==> src/rtl/hazard_tracker_if.sv <==
// Decoder-side hazard bus: D-stage instruction info in, stall/forward selects out.
interface hazard_tracker_if #(parameter int CNT_W = 16);
    logic [4:0]       Rs_D_In;
    logic [4:0]       Rt_D_In;
    logic [1:0]       Tuse_Rs_In;
    logic [1:0]       Tuse_Rt_In;
    logic [1:0]       Tnew_In;
    logic [4:0]       A3_D_In;
    logic             RegWrite_In;
    logic             Stall_Out;
    logic [1:0]       Fwd_Rs_D_Out;
    logic [1:0]       Fwd_Rt_D_Out;
    logic [1:0]       Fwd_Rs_E_Out;
    logic [1:0]       Fwd_Rt_E_Out;
    logic             Fwd_Rt_M_Out;
    logic [CNT_W-1:0] Stall_Cnt_Out;

    modport master (
        output Rs_D_In, Rt_D_In, Tuse_Rs_In, Tuse_Rt_In, Tnew_In, A3_D_In, RegWrite_In,
        input  Stall_Out, Fwd_Rs_D_Out, Fwd_Rt_D_Out, Fwd_Rs_E_Out, Fwd_Rt_E_Out,
               Fwd_Rt_M_Out, Stall_Cnt_Out
    );

    modport slave (
        input  Rs_D_In, Rt_D_In, Tuse_Rs_In, Tuse_Rt_In, Tnew_In, A3_D_In, RegWrite_In,
        output Stall_Out, Fwd_Rs_D_Out, Fwd_Rt_D_Out, Fwd_Rs_E_Out, Fwd_Rt_E_Out,
               Fwd_Rt_M_Out, Stall_Cnt_Out
    );
endinterface

==> src/rtl/hazard_tracker.sv <==
// Tuse/Tnew hazard unit: tracks E/M/W destination shadows, drives stall,
// forwarding selects and a saturating stall-cycle counter.
module hazard_tracker #(
    parameter int CNT_W = 16
) (
    input logic             Clk,
    input logic             Reset_N,
    hazard_tracker_if.slave bus
);

    logic [4:0]       a3_e_q, a3_e_d, rs_e_q, rs_e_d, rt_e_q, rt_e_d;
    logic [1:0]       tnew_e_q, tnew_e_d;
    logic [4:0]       a3_m_q, a3_m_d, rt_m_q, rt_m_d;
    logic [1:0]       tnew_m_q, tnew_m_d;
    logic [4:0]       a3_w_q, a3_w_d;
    logic [CNT_W-1:0] cnt_q, cnt_d;
    logic [4:0]       a3_eff;
    logic             stall;

    // Stall when a producer in E or M will not have its result before the consumer needs it.
    function automatic logic need_stall(input logic [4:0] r, input logic [1:0] tuse,
                                        input logic [4:0] a3e, input logic [1:0] tne,
                                        input logic [4:0] a3m, input logic [1:0] tnm);
        return (r == a3e && a3e != 5'd0 && tuse < tne) ||
               (r == a3m && a3m != 5'd0 && tuse < tnm);
    endfunction

    // Nearest producer wins; a not-yet-ready producer means read RF now and fix up in E.
    function automatic logic [1:0] fwd_d(input logic [4:0] r,
                                         input logic [4:0] a3e, input logic [1:0] tne,
                                         input logic [4:0] a3m, input logic [1:0] tnm,
                                         input logic [4:0] a3w);
        logic [1:0] sel;
        sel = 2'd0;
        if (r != 5'd0) begin
            if (r == a3e)      sel = (tne == 2'd0) ? 2'd1 : 2'd0;
            else if (r == a3m) sel = (tnm == 2'd0) ? 2'd2 : 2'd0;
            else if (r == a3w) sel = 2'd3;
        end
        return sel;
    endfunction

    function automatic logic [1:0] fwd_e(input logic [4:0] r,
                                         input logic [4:0] a3m, input logic [1:0] tnm,
                                         input logic [4:0] a3w);
        logic [1:0] sel;
        sel = 2'd0;
        if (r != 5'd0) begin
            if (r == a3m && tnm == 2'd0) sel = 2'd1;
            else if (r == a3w)           sel = 2'd2;
        end
        return sel;
    endfunction

    always_comb begin
        a3_eff = bus.RegWrite_In ? bus.A3_D_In : 5'd0;
        stall  = need_stall(bus.Rs_D_In, bus.Tuse_Rs_In, a3_e_q, tnew_e_q, a3_m_q, tnew_m_q) ||
                 need_stall(bus.Rt_D_In, bus.Tuse_Rt_In, a3_e_q, tnew_e_q, a3_m_q, tnew_m_q);

        a3_e_d   = stall ? 5'd0 : a3_eff;
        tnew_e_d = stall ? 2'd0 : bus.Tnew_In;
        rs_e_d   = stall ? 5'd0 : bus.Rs_D_In;
        rt_e_d   = stall ? 5'd0 : bus.Rt_D_In;

        a3_m_d   = a3_e_q;
        tnew_m_d = (tnew_e_q == 2'd0) ? 2'd0 : tnew_e_q - 2'd1;
        rt_m_d   = rt_e_q;
        a3_w_d   = a3_m_q;

        cnt_d = cnt_q;
        if (stall && cnt_q != {CNT_W{1'b1}}) cnt_d = cnt_q + 1'b1;
    end

    always_ff @(posedge Clk or negedge Reset_N) begin
        if (!Reset_N) begin
            a3_e_q   <= '0;
            tnew_e_q <= '0;
            rs_e_q   <= '0;
            rt_e_q   <= '0;
            a3_m_q   <= '0;
            tnew_m_q <= '0;
            rt_m_q   <= '0;
            a3_w_q   <= '0;
            cnt_q    <= '0;
        end else begin
            a3_e_q   <= a3_e_d;
            tnew_e_q <= tnew_e_d;
            rs_e_q   <= rs_e_d;
            rt_e_q   <= rt_e_d;
            a3_m_q   <= a3_m_d;
            tnew_m_q <= tnew_m_d;
            rt_m_q   <= rt_m_d;
            a3_w_q   <= a3_w_d;
            cnt_q    <= cnt_d;
        end
    end

    assign bus.Stall_Out     = stall;
    assign bus.Fwd_Rs_D_Out  = fwd_d(bus.Rs_D_In, a3_e_q, tnew_e_q, a3_m_q, tnew_m_q, a3_w_q);
    assign bus.Fwd_Rt_D_Out  = fwd_d(bus.Rt_D_In, a3_e_q, tnew_e_q, a3_m_q, tnew_m_q, a3_w_q);
    assign bus.Fwd_Rs_E_Out  = fwd_e(rs_e_q, a3_m_q, tnew_m_q, a3_w_q);
    assign bus.Fwd_Rt_E_Out  = fwd_e(rt_e_q, a3_m_q, tnew_m_q, a3_w_q);
    assign bus.Fwd_Rt_M_Out  = (rt_m_q == a3_w_q) && (a3_w_q != 5'd0);
    assign bus.Stall_Cnt_Out = cnt_q;

endmodule

==> src/flat_wrapper.sv <==
// flat-port wrapper written by rule: the top's interface ports become plain ports
module hazard_tracker_flat 
#(
    parameter int CNT_W = 16
)
  (Clk, Reset_N, bus_Rs_D_In, bus_Rt_D_In, bus_Tuse_Rs_In, bus_Tuse_Rt_In, bus_Tnew_In, bus_A3_D_In, bus_RegWrite_In, bus_Stall_Out, bus_Fwd_Rs_D_Out, bus_Fwd_Rt_D_Out, bus_Fwd_Rs_E_Out, bus_Fwd_Rt_E_Out, bus_Fwd_Rt_M_Out, bus_Stall_Cnt_Out);
  hazard_tracker_if #(.CNT_W(CNT_W)) bus_i ();
  input logic Clk;
  input logic Reset_N;
  input wire logic [$bits(bus_i.Rs_D_In)-1:0] bus_Rs_D_In;
  input wire logic [$bits(bus_i.Rt_D_In)-1:0] bus_Rt_D_In;
  input wire logic [$bits(bus_i.Tuse_Rs_In)-1:0] bus_Tuse_Rs_In;
  input wire logic [$bits(bus_i.Tuse_Rt_In)-1:0] bus_Tuse_Rt_In;
  input wire logic [$bits(bus_i.Tnew_In)-1:0] bus_Tnew_In;
  input wire logic [$bits(bus_i.A3_D_In)-1:0] bus_A3_D_In;
  input wire logic [$bits(bus_i.RegWrite_In)-1:0] bus_RegWrite_In;
  output wire logic [$bits(bus_i.Stall_Out)-1:0] bus_Stall_Out;
  output wire logic [$bits(bus_i.Fwd_Rs_D_Out)-1:0] bus_Fwd_Rs_D_Out;
  output wire logic [$bits(bus_i.Fwd_Rt_D_Out)-1:0] bus_Fwd_Rt_D_Out;
  output wire logic [$bits(bus_i.Fwd_Rs_E_Out)-1:0] bus_Fwd_Rs_E_Out;
  output wire logic [$bits(bus_i.Fwd_Rt_E_Out)-1:0] bus_Fwd_Rt_E_Out;
  output wire logic [$bits(bus_i.Fwd_Rt_M_Out)-1:0] bus_Fwd_Rt_M_Out;
  output wire logic [$bits(bus_i.Stall_Cnt_Out)-1:0] bus_Stall_Cnt_Out;
  assign bus_i.Rs_D_In = bus_Rs_D_In;
  assign bus_i.Rt_D_In = bus_Rt_D_In;
  assign bus_i.Tuse_Rs_In = bus_Tuse_Rs_In;
  assign bus_i.Tuse_Rt_In = bus_Tuse_Rt_In;
  assign bus_i.Tnew_In = bus_Tnew_In;
  assign bus_i.A3_D_In = bus_A3_D_In;
  assign bus_i.RegWrite_In = bus_RegWrite_In;
  assign bus_Stall_Out = bus_i.Stall_Out;
  assign bus_Fwd_Rs_D_Out = bus_i.Fwd_Rs_D_Out;
  assign bus_Fwd_Rt_D_Out = bus_i.Fwd_Rt_D_Out;
  assign bus_Fwd_Rs_E_Out = bus_i.Fwd_Rs_E_Out;
  assign bus_Fwd_Rt_E_Out = bus_i.Fwd_Rt_E_Out;
  assign bus_Fwd_Rt_M_Out = bus_i.Fwd_Rt_M_Out;
  assign bus_Stall_Cnt_Out = bus_i.Stall_Cnt_Out;
  hazard_tracker #(.CNT_W(CNT_W)) u_core (.Clk(Clk), .Reset_N(Reset_N), .bus(bus_i));
endmodule
==> config.mk <==
export PLATFORM = sky130hd
export DESIGN_NAME = hazard_tracker_flat
export DESIGN_NICKNAME = d
export VERILOG_FILES = /design/src/rtl/hazard_tracker_if.sv /design/src/rtl/hazard_tracker.sv /design/src/flat_wrapper.sv
export SDC_FILE = /design/constraint.sdc
export NUM_CORES = 1
export LEC_CHECK = 0
export ABC_AREA = 0
export CAP_MARGIN = 20
export CORE_MARGIN = 1.5
export CORE_UTILIZATION = 54
export CTS_BUF_LIST = sky130_fd_sc_hd__clkbuf_8
export DETAILED_ROUTE_END_ITERATION = 8
export PLACE_DENSITY = 0.86
export SLEW_MARGIN = 30
export SYNTH_ARGS = -nofsm -noshare
export SYNTH_HDL_FRONTEND = slang
export SYNTH_SLANG_ARGS = --single-unit
==> constraint.sdc <==
create_clock -name Clk -period 2.8 [get_ports Clk]
set_clock_uncertainty 0.05 [all_clocks]
set_input_delay 0.56 -clock Clk [delete_from_list [all_inputs] [get_ports Clk]]
set_output_delay 0.56 -clock Clk [all_outputs]
set_load 0.01 [all_outputs]
==> impl_metrics.tcl, run 1 <==
set metrics [dict create \
    result_of_the_run "finished clean" \
    share_clk_of_total_power 0.272 \
    number_of_global_route_vias_before_repair 2148 \
    cts.clk_slew.worst_paths_ps 90 \
    cts_buffers 5 \
    switching_power_uw 497 \
    place.port_buffers 49 \
    synth_enable_flop_cells 0 \
    synthesis.instances 264 \
    drive_above_1_share 0.154 \
    grt_overflow_total 0 \
    cell_row_count 25 \
    synth_seq_cells 50 \
    tritoncts_num_sinks 50 \
    dr_total_vias 2146 \
    initialDrtViolationCount 145 \
    pwr-share-comb 0.216 \
    synth.avg_cell_area_um2 10.6 \
    final_critical_delay_including_setup_and_external_delays_ps 2750 \
    detail_route.wl_per_cell_um 16.7 \
    max_slew_margin 0.726 \
    io_pins 50 \
    finalMaxSlewViolations 0 \
    yosys-top-cells-count "sky130_fd_sc_hd__dfrtp_1 (50), sky130_fd_sc_hd__xnor2_1 (36), sky130_fd_sc_hd__xor2_1 (30), sky130_fd_sc_hd__nor2_1 (16)" \
    dpl_worst_slack_ps -450 \
    worstReg2RegStart "u_core.a3_m_q[3]" \
    synth_area_mm2 0.00279 \
    timing.rr.end "u_core.bus.Stall_Cnt_Out[6]" \
    placement.cell_area_mm2 0.00341 \
    track_usage 0.253 \
    starting_utilization_of_the_core_area 0.576 \
    grt_max_degree 33 \
    place.gp.congestion 0.896 \
    end_kind "primary output" \
    clk_root_buffer_cell "sky130_fd_sc_hd__clkbuf_8" \
    synth_area_leaders "sky130_fd_sc_hd__dfrtp_1 (45%), sky130_fd_sc_hd__xnor2_1 (11%), sky130_fd_sc_hd__xor2_1 (9.4%)" \
    crit_type "in2out" \
    synth_top_cell_area_share 0.448 \
    postSynth.topFlopCell "sky130_fd_sc_hd__dfrtp_1" \
    final.period_utilization 0.982 \
    power_report.internal_total_mw 1.17 \
    place.detailed.hpwl_um 4610 \
    setup_ws_ps 49.1 \
    synth-warning-count 0 \
    postRouteWirelength_um 6530 \
    antenna_violations_before_repair 0 \
    setup_viol_count_final 0 \
    crit_fanout 2 \
    final_design_area_no_fill_mm2 0.00358 \
    drt-pass1-iter-count 4 \
    first_pass_grt_wire_length_um 10400 \
    sequential_group_share_of_total_power 0.513 \
    die_ar_mm2 0.00561 \
    final_net_count 352 \
    cts_tree "yes" \
    max-vdd-ir-drop_uv 389 \
    number_of_antenna_cells_inserted 0 \
    synthDistinctLibCells 36 \
    power.leakage_nw 1.61 \
    holdBufCountCts 0 \
    max_freq_ghz 0.364 \
    reg2reg_depth 8 \
    finalSetupTns_ps 0 \
    r2r_setup_slack_ps 370 \
    arrival_time_reported_for_the_critical_path_endpoint_ps 2140 \
    vertical_die_dimension_um 74.9 \
    route.detailed.vias_per_inst 5.49 \
    crit_required_ps 2190 \
    max_cap_violations 0 \
    worst-slew-pin-transition_ps 410 \
    antenna_left 0 \
    number_of_nets_in_the_synthesized_netlist 293 \
    worstPathBufferInverterCount 3 \
    startpoint_type "primary input" \
    synth-seq-area-share 0.448 \
    die_w_um 74.9 \
    hold_class "in2async" \
    final_util 0.738 \
    worst_path_largest_cell_delay_ps 460 \
    switching_part_of_the_total_power 0.298 \
    worst_hold_slack_ps 178 \
    asyncSetResetFlopFracSynth 1.00 \
    area_growth_syn_to_layout_pct 28.1 \
    number_of_buffers_between_clock_root_and_the_deepest_sink 2 \
    synth.largest_area_cell "sky130_fd_sc_hd__dfrtp_1" \
    clkLatencyLatePin_ps 310 \
    drc_errors 0 \
    powerDensity_mw_per_mm2 466 \
    critPathTopFamily "buffers and inverters" \
    core_mm2 0.00485 \
    htreeDepth 2 \
    critical_path.cell_chain "clkdlybuf4s50_1, ha_1, a21oi_1, a22oi_2, o22a_4, inv_1, dlygate4sd2_1" \
    synth.most_common_cell "sky130_fd_sc_hd__dfrtp_1" \
    timing.final.hold_violations 0 \
    cpMaxStageDelayCell "sky130_fd_sc_hd__clkdlybuf4s50_1" \
]
## state kept, by name, summed over array words and instances (netlist names)
name	flops
u_core.a3_e_q	5
u_core.a3_m_q	5
u_core.a3_w_q	5
u_core.bus.Stall_Cnt_Out	16
u_core.rs_e_q	5
u_core.rt_e_q	5
u_core.rt_m_q	5
u_core.tnew_e_q	2
u_core.tnew_m_q	2
## through the flow
step	std cells	power (mW)
floorplan	264	1.05
global placement	381	1.20
detailed placement	381	1.22
CTS	390	1.66
global route	391	1.74
finish	391	1.67
## cell usage in the layout (no fill, tap or decap), types with 2 or more instances in the layout
| cell type | Yosys | final |
|---|---|---|
| sky130_fd_sc_hd__nand2b_1 | 5 | 5 |
| sky130_fd_sc_hd__dfrtp_1 | 50 | 44 |
| sky130_fd_sc_hd__buf_4 | 0 | 17 |
| sky130_fd_sc_hd__nand3b_1 | 2 | 2 |
| sky130_fd_sc_hd__dlymetal6s2s_1 | 0 | 3 |
| sky130_fd_sc_hd__a211oi_1 | 2 | 2 |
| sky130_fd_sc_hd__inv_1 | 5 | 5 |
| sky130_fd_sc_hd__nor4_1 | 5 | 3 |
| sky130_fd_sc_hd__and3_1 | 10 | 10 |
| sky130_fd_sc_hd__ha_1 | 5 | 5 |
| sky130_fd_sc_hd__xor2_2 | 0 | 2 |
| sky130_fd_sc_hd__o21a_1 | 2 | 2 |
| sky130_fd_sc_hd__nor3_4 | 1 | 3 |
| sky130_fd_sc_hd__a21oi_1 | 7 | 7 |
| sky130_fd_sc_hd__xnor2_1 | 36 | 36 |
| sky130_fd_sc_hd__nor4b_4 | 2 | 2 |
| sky130_fd_sc_hd__and2_1 | 13 | 13 |
| sky130_fd_sc_hd__nand2_1 | 9 | 9 |
| sky130_fd_sc_hd__or4_1 | 6 | 6 |
| sky130_fd_sc_hd__nor3_1 | 4 | 4 |
| sky130_fd_sc_hd__dlygate4sd2_1 | 0 | 12 |
| sky130_fd_sc_hd__nor4_4 | 1 | 2 |
| sky130_fd_sc_hd__clkdlybuf4s50_1 | 0 | 31 |
| sky130_fd_sc_hd__mux2i_1 | 3 | 3 |
| sky130_fd_sc_hd__nand3_1 | 13 | 13 |
| sky130_fd_sc_hd__nor3b_1 | 5 | 5 |
| sky130_fd_sc_hd__dfrtp_2 | 0 | 6 |
| sky130_fd_sc_hd__xor2_1 | 30 | 28 |
| sky130_fd_sc_hd__clkbuf_8 | 0 | 6 |
| sky130_fd_sc_hd__nand4_1 | 5 | 5 |
| sky130_fd_sc_hd__nor2_1 | 16 | 15 |
## metal layers
layer	share of wire	track usage	vias up
met5	0	0	-
met4	0.024	0.105	0
met3	0.047	0.0469	15
met2	0.52	0.424	74
met1	0.41	0.322	1052
li1	-	-	1005
## cells by family after synthesis
family,share of synthesized area
AND/OR/NAND/NOR,0.241
XOR/XNOR,0.207
flip-flops,0.448
buffers and inverters,0.0323
AO/OA/AOI/OAI,0.0349
adder cells (fa/ha/maj),0.0224
multiplexers,0.0148
## power groups by stage
stage | clock [mW] | combinational (mW) | sequential, mW
final | 0.453 | 0.360 | 0.855
after global routing | 0.487 | 0.393 | 0.864
after CTS | 0.457 | 0.353 | 0.854
after detailed placement | 0 | 0.349 | 0.866
after global placement | 0 | 0.338 | 0.864
after floorplan | 0 | 0.204 | 0.842
## how the worst max path moves through the flow
| stage | start | end | cells after the start |
|---|---|---|---|
| floorplan | bus_Rt_D_In[3] | bus_Stall_Out | 8 |
| global placement | bus_Rs_D_In[3] | bus_Fwd_Rs_D_Out[1] | 8 |
| detailed placement | bus_Rs_D_In[3] | bus_Fwd_Rs_D_Out[1] | 8 |
| CTS | bus_Rs_D_In[0] | bus_Fwd_Rs_D_Out[1] | 7 |
| global route | bus_Tuse_Rs_In[1] | bus_Stall_Out | 7 |
| finish | bus_Tuse_Rs_In[1] | bus_Stall_Out | 7 |
## timing repair
action / 4_1_cts / 5_1_grt
buffers inserted: 1 / 1
gates cloned: 0 / 0
gates resized for setup: 22 / 15
endpoints found under the hold margin: 0 / 0
setup endpoints to repair: 6 / 8
pin swaps: 4 / 4
## final cells by class
class	count	area, um^2
repair buffers	67	611
multi-input cells	194	1510
clock buffers	6	82.6
fillers	352	1270
well taps	67	83.8
clock inverters	2	16.3
flip-flops and latches	50	1260
inverters	5	18.8
Note: power is estimated with default switching activity, not from simulation.
==> run 2: changes to the inputs <==
--- a/config.mk
+++ b/config.mk
@@ -11,6 +11,7 @@
 export CORE_UTILIZATION = 54
 export CTS_BUF_LIST = sky130_fd_sc_hd__clkbuf_8
 export DETAILED_ROUTE_END_ITERATION = 8
+export MAX_ROUTING_LAYER = met4
 export PLACE_DENSITY = 0.86
 export SLEW_MARGIN = 30
 export SYNTH_ARGS = -nofsm -noshare
==> run 2 against run 1 <==
Clock power about the same. Critical endpoint unchanged. Highest routed layer unchanged. Critical path type unchanged. Register-to-register slack about the same. Combinational power about the same. Non-clock buffer count increased by 1. Total power about the same. Routed wire length increased by 0.43%. Largest cell class unchanged. Sequential share of layout area decreased by 0.074 points. Setup slack improved by 1.4 ps.
==> impl_metrics.tcl, run 2 (synthesized netlist as in run 1, its figures left out) <==
set metrics [dict create \
    result_of_the_run "finished clean" \
    clk_root_buffer_cell "sky130_fd_sc_hd__clkbuf_8" \
    startpoint_type "primary input" \
    max_slew_margin 0.726 \
    area_of_combinational_cells_with_multiple_inputs_mm2 0.00151 \
    final_critical_delay_including_setup_and_external_delays_ps 2750 \
    vertical_die_dimension_um 74.9 \
    holdBufCountCts 0 \
    tritoncts_num_sinks 50 \
    antenna_left 0 \
    max_cap_violations 0 \
    setup_viol_count_final 0 \
    clkLatencyLatePin_ps 310 \
    timing.final.hold_violations 0 \
    die_ar_mm2 0.00561 \
    start_point_of_the_critical_path "bus_Tuse_Rs_In[1]" \
    final.period_utilization 0.982 \
    worstReg2RegStart "u_core.a3_m_q[3]" \
    arrival_time_reported_for_the_critical_path_endpoint_ps 2140 \
    register_area_mm2 0.00126 \
    drt-pass1-iter-count 4 \
    number_of_buffers_between_clock_root_and_the_deepest_sink 2 \
    p_total_mw 1.67 \
    sequential_group_share_of_total_power 0.513 \
    pwr-share-comb 0.217 \
    die_w_um 74.9 \
    route.detailed.vias_per_inst 5.44 \
    cts.clk_slew.worst_paths_ps 90 \
    number_of_global_route_vias_before_repair 2156 \
    r2r_setup_slack_ps 370 \
    grt_overflow_total 0 \
    area_growth_syn_to_layout_pct 28.4 \
    powerDensity_mw_per_mm2 465 \
    cell_row_count 25 \
    number_of_antenna_cells_inserted 0 \
    place.port_buffers 49 \
    reg2reg_depth 8 \
    core_mm2 0.00485 \
    switching_part_of_the_total_power 0.298 \
    htreeDepth 2 \
    power.leakage_nw 1.62 \
    finalMaxSlewViolations 0 \
    place.gp.congestion 0.911 \
    drc_errors 0 \
    initialDrtViolationCount 127 \
    grt_max_degree 33 \
    postRouteWirelength_um 6560 \
    cts_buffers 5 \
    max_freq_ghz 0.364 \
    dr_total_vias 2131 \
    first_pass_grt_wire_length_um 10300 \
    max-vdd-ir-drop_uv 388 \
    capture_point_of_the_worst_path "bus_Stall_Out" \
    cts_tree "yes" \
    io_pins 50 \
    final_net_count 353 \
    crit_fanout 2 \
    antenna_violations_before_repair 0 \
    timing.rr.end "u_core.bus.Stall_Cnt_Out[6]" \
    track_usage 0.260 \
    final_common_cell "sky130_fd_sc_hd__dfrtp_1" \
    share_clk_of_total_power 0.270 \
    drive_above_1_share 0.157 \
    power_report.internal_total_mw 1.17 \
    place.detailed.hpwl_um 4610 \
    crit_type "in2out" \
    final.fill_count 351 \
    hold_class "in2async" \
    switching_power_uw 496 \
    starting_utilization_of_the_core_area 0.576 \
    largest_register_ff_count 16 \
    worst_hold_slack_ps 179 \
    detail_route.wl_per_cell_um 16.7 \
    layout_common_cells "sky130_fd_sc_hd__dfrtp_1 (44), sky130_fd_sc_hd__xnor2_1 (36), sky130_fd_sc_hd__clkdlybuf4s50_1 (31)" \
    crit_required_ps 2190 \
    end_kind "primary output" \
    worst-slew-pin-transition_ps 410 \
]
[run 2: what timing repair did]
item                                    4_1_cts  5_1_grt
gates resized for setup                      22       15
buffers inserted                              1        2
endpoints found under the setup margin        6        8
pin swaps                                     4        4
[run 2: stage by stage]
stage          utilization  cell area (um^2)  worst slack [ps]  instances  setup TNS, ps
2_1_floorplan            -              2790               486        264              0
3_3_place_gp         0.703              3410              -400        381          -2150
3_5_place_dp         0.703              3410              -450        381          -2800
4_1_cts              0.730              3540              4.33        390              0
5_1_grt              0.740              3590             -10.1        392          -10.1
6_report             0.740              3590              50.5        392              0
[run 2: layer usage]
layer  vias to the layer above  wire length [um]  GRT usage
li1                       1012                 -          -
met1                      1041              2760      0.321
met2                        64              3370      0.426
met3                        14               270     0.0442
met4                         0               159      0.105
met5                         -                 0          -
[run 2: how the worst min path moves through the flow]
stage | slack [ps] | end | depth (start not counted)
after global placement | 400 | u_core.rt_m_q[0] | 0
final | 180 | u_core.bus.Stall_Cnt_Out[10] | 2
after CTS | 190 | u_core.a3_w_q[1] | 2
after floorplan | 210 | u_core.a3_e_q[0] | 0
after detailed placement | 400 | u_core.rt_m_q[0] | 0
after global routing | 200 | u_core.a3_w_q[0] | 2
[run 2: critical path: stages]
cell and delay, ps:
sky130_fd_sc_hd__clkdlybuf4s50_1 460, sky130_fd_sc_hd__ha_1 320, sky130_fd_sc_hd__a21oi_1 180, sky130_fd_sc_hd__a22oi_2 120, sky130_fd_sc_hd__o22a_4 210, sky130_fd_sc_hd__inv_1 50
sky130_fd_sc_hd__dlygate4sd2_1 250
[run 2: power groups by stage]
stage	registers [mW]	clock network [mW]	logic, mW
2_1_floorplan	0.842	0	0.204
6_report	0.855	0.450	0.362
4_1_cts	0.854	0.457	0.353
3_3_place_gp	0.864	0	0.338
5_1_grt	0.864	0.487	0.395
3_5_place_dp	0.866	0	0.349
[run 2: cell type report]
cell class              count  share of cell area
clock inverters             2             0.00454
well taps                  67              0.0234
clock buffers               6              0.0230
flip-flops and latches     50               0.351
multi-input cells         194               0.420
repair buffers             68               0.172
inverters                   5             0.00523
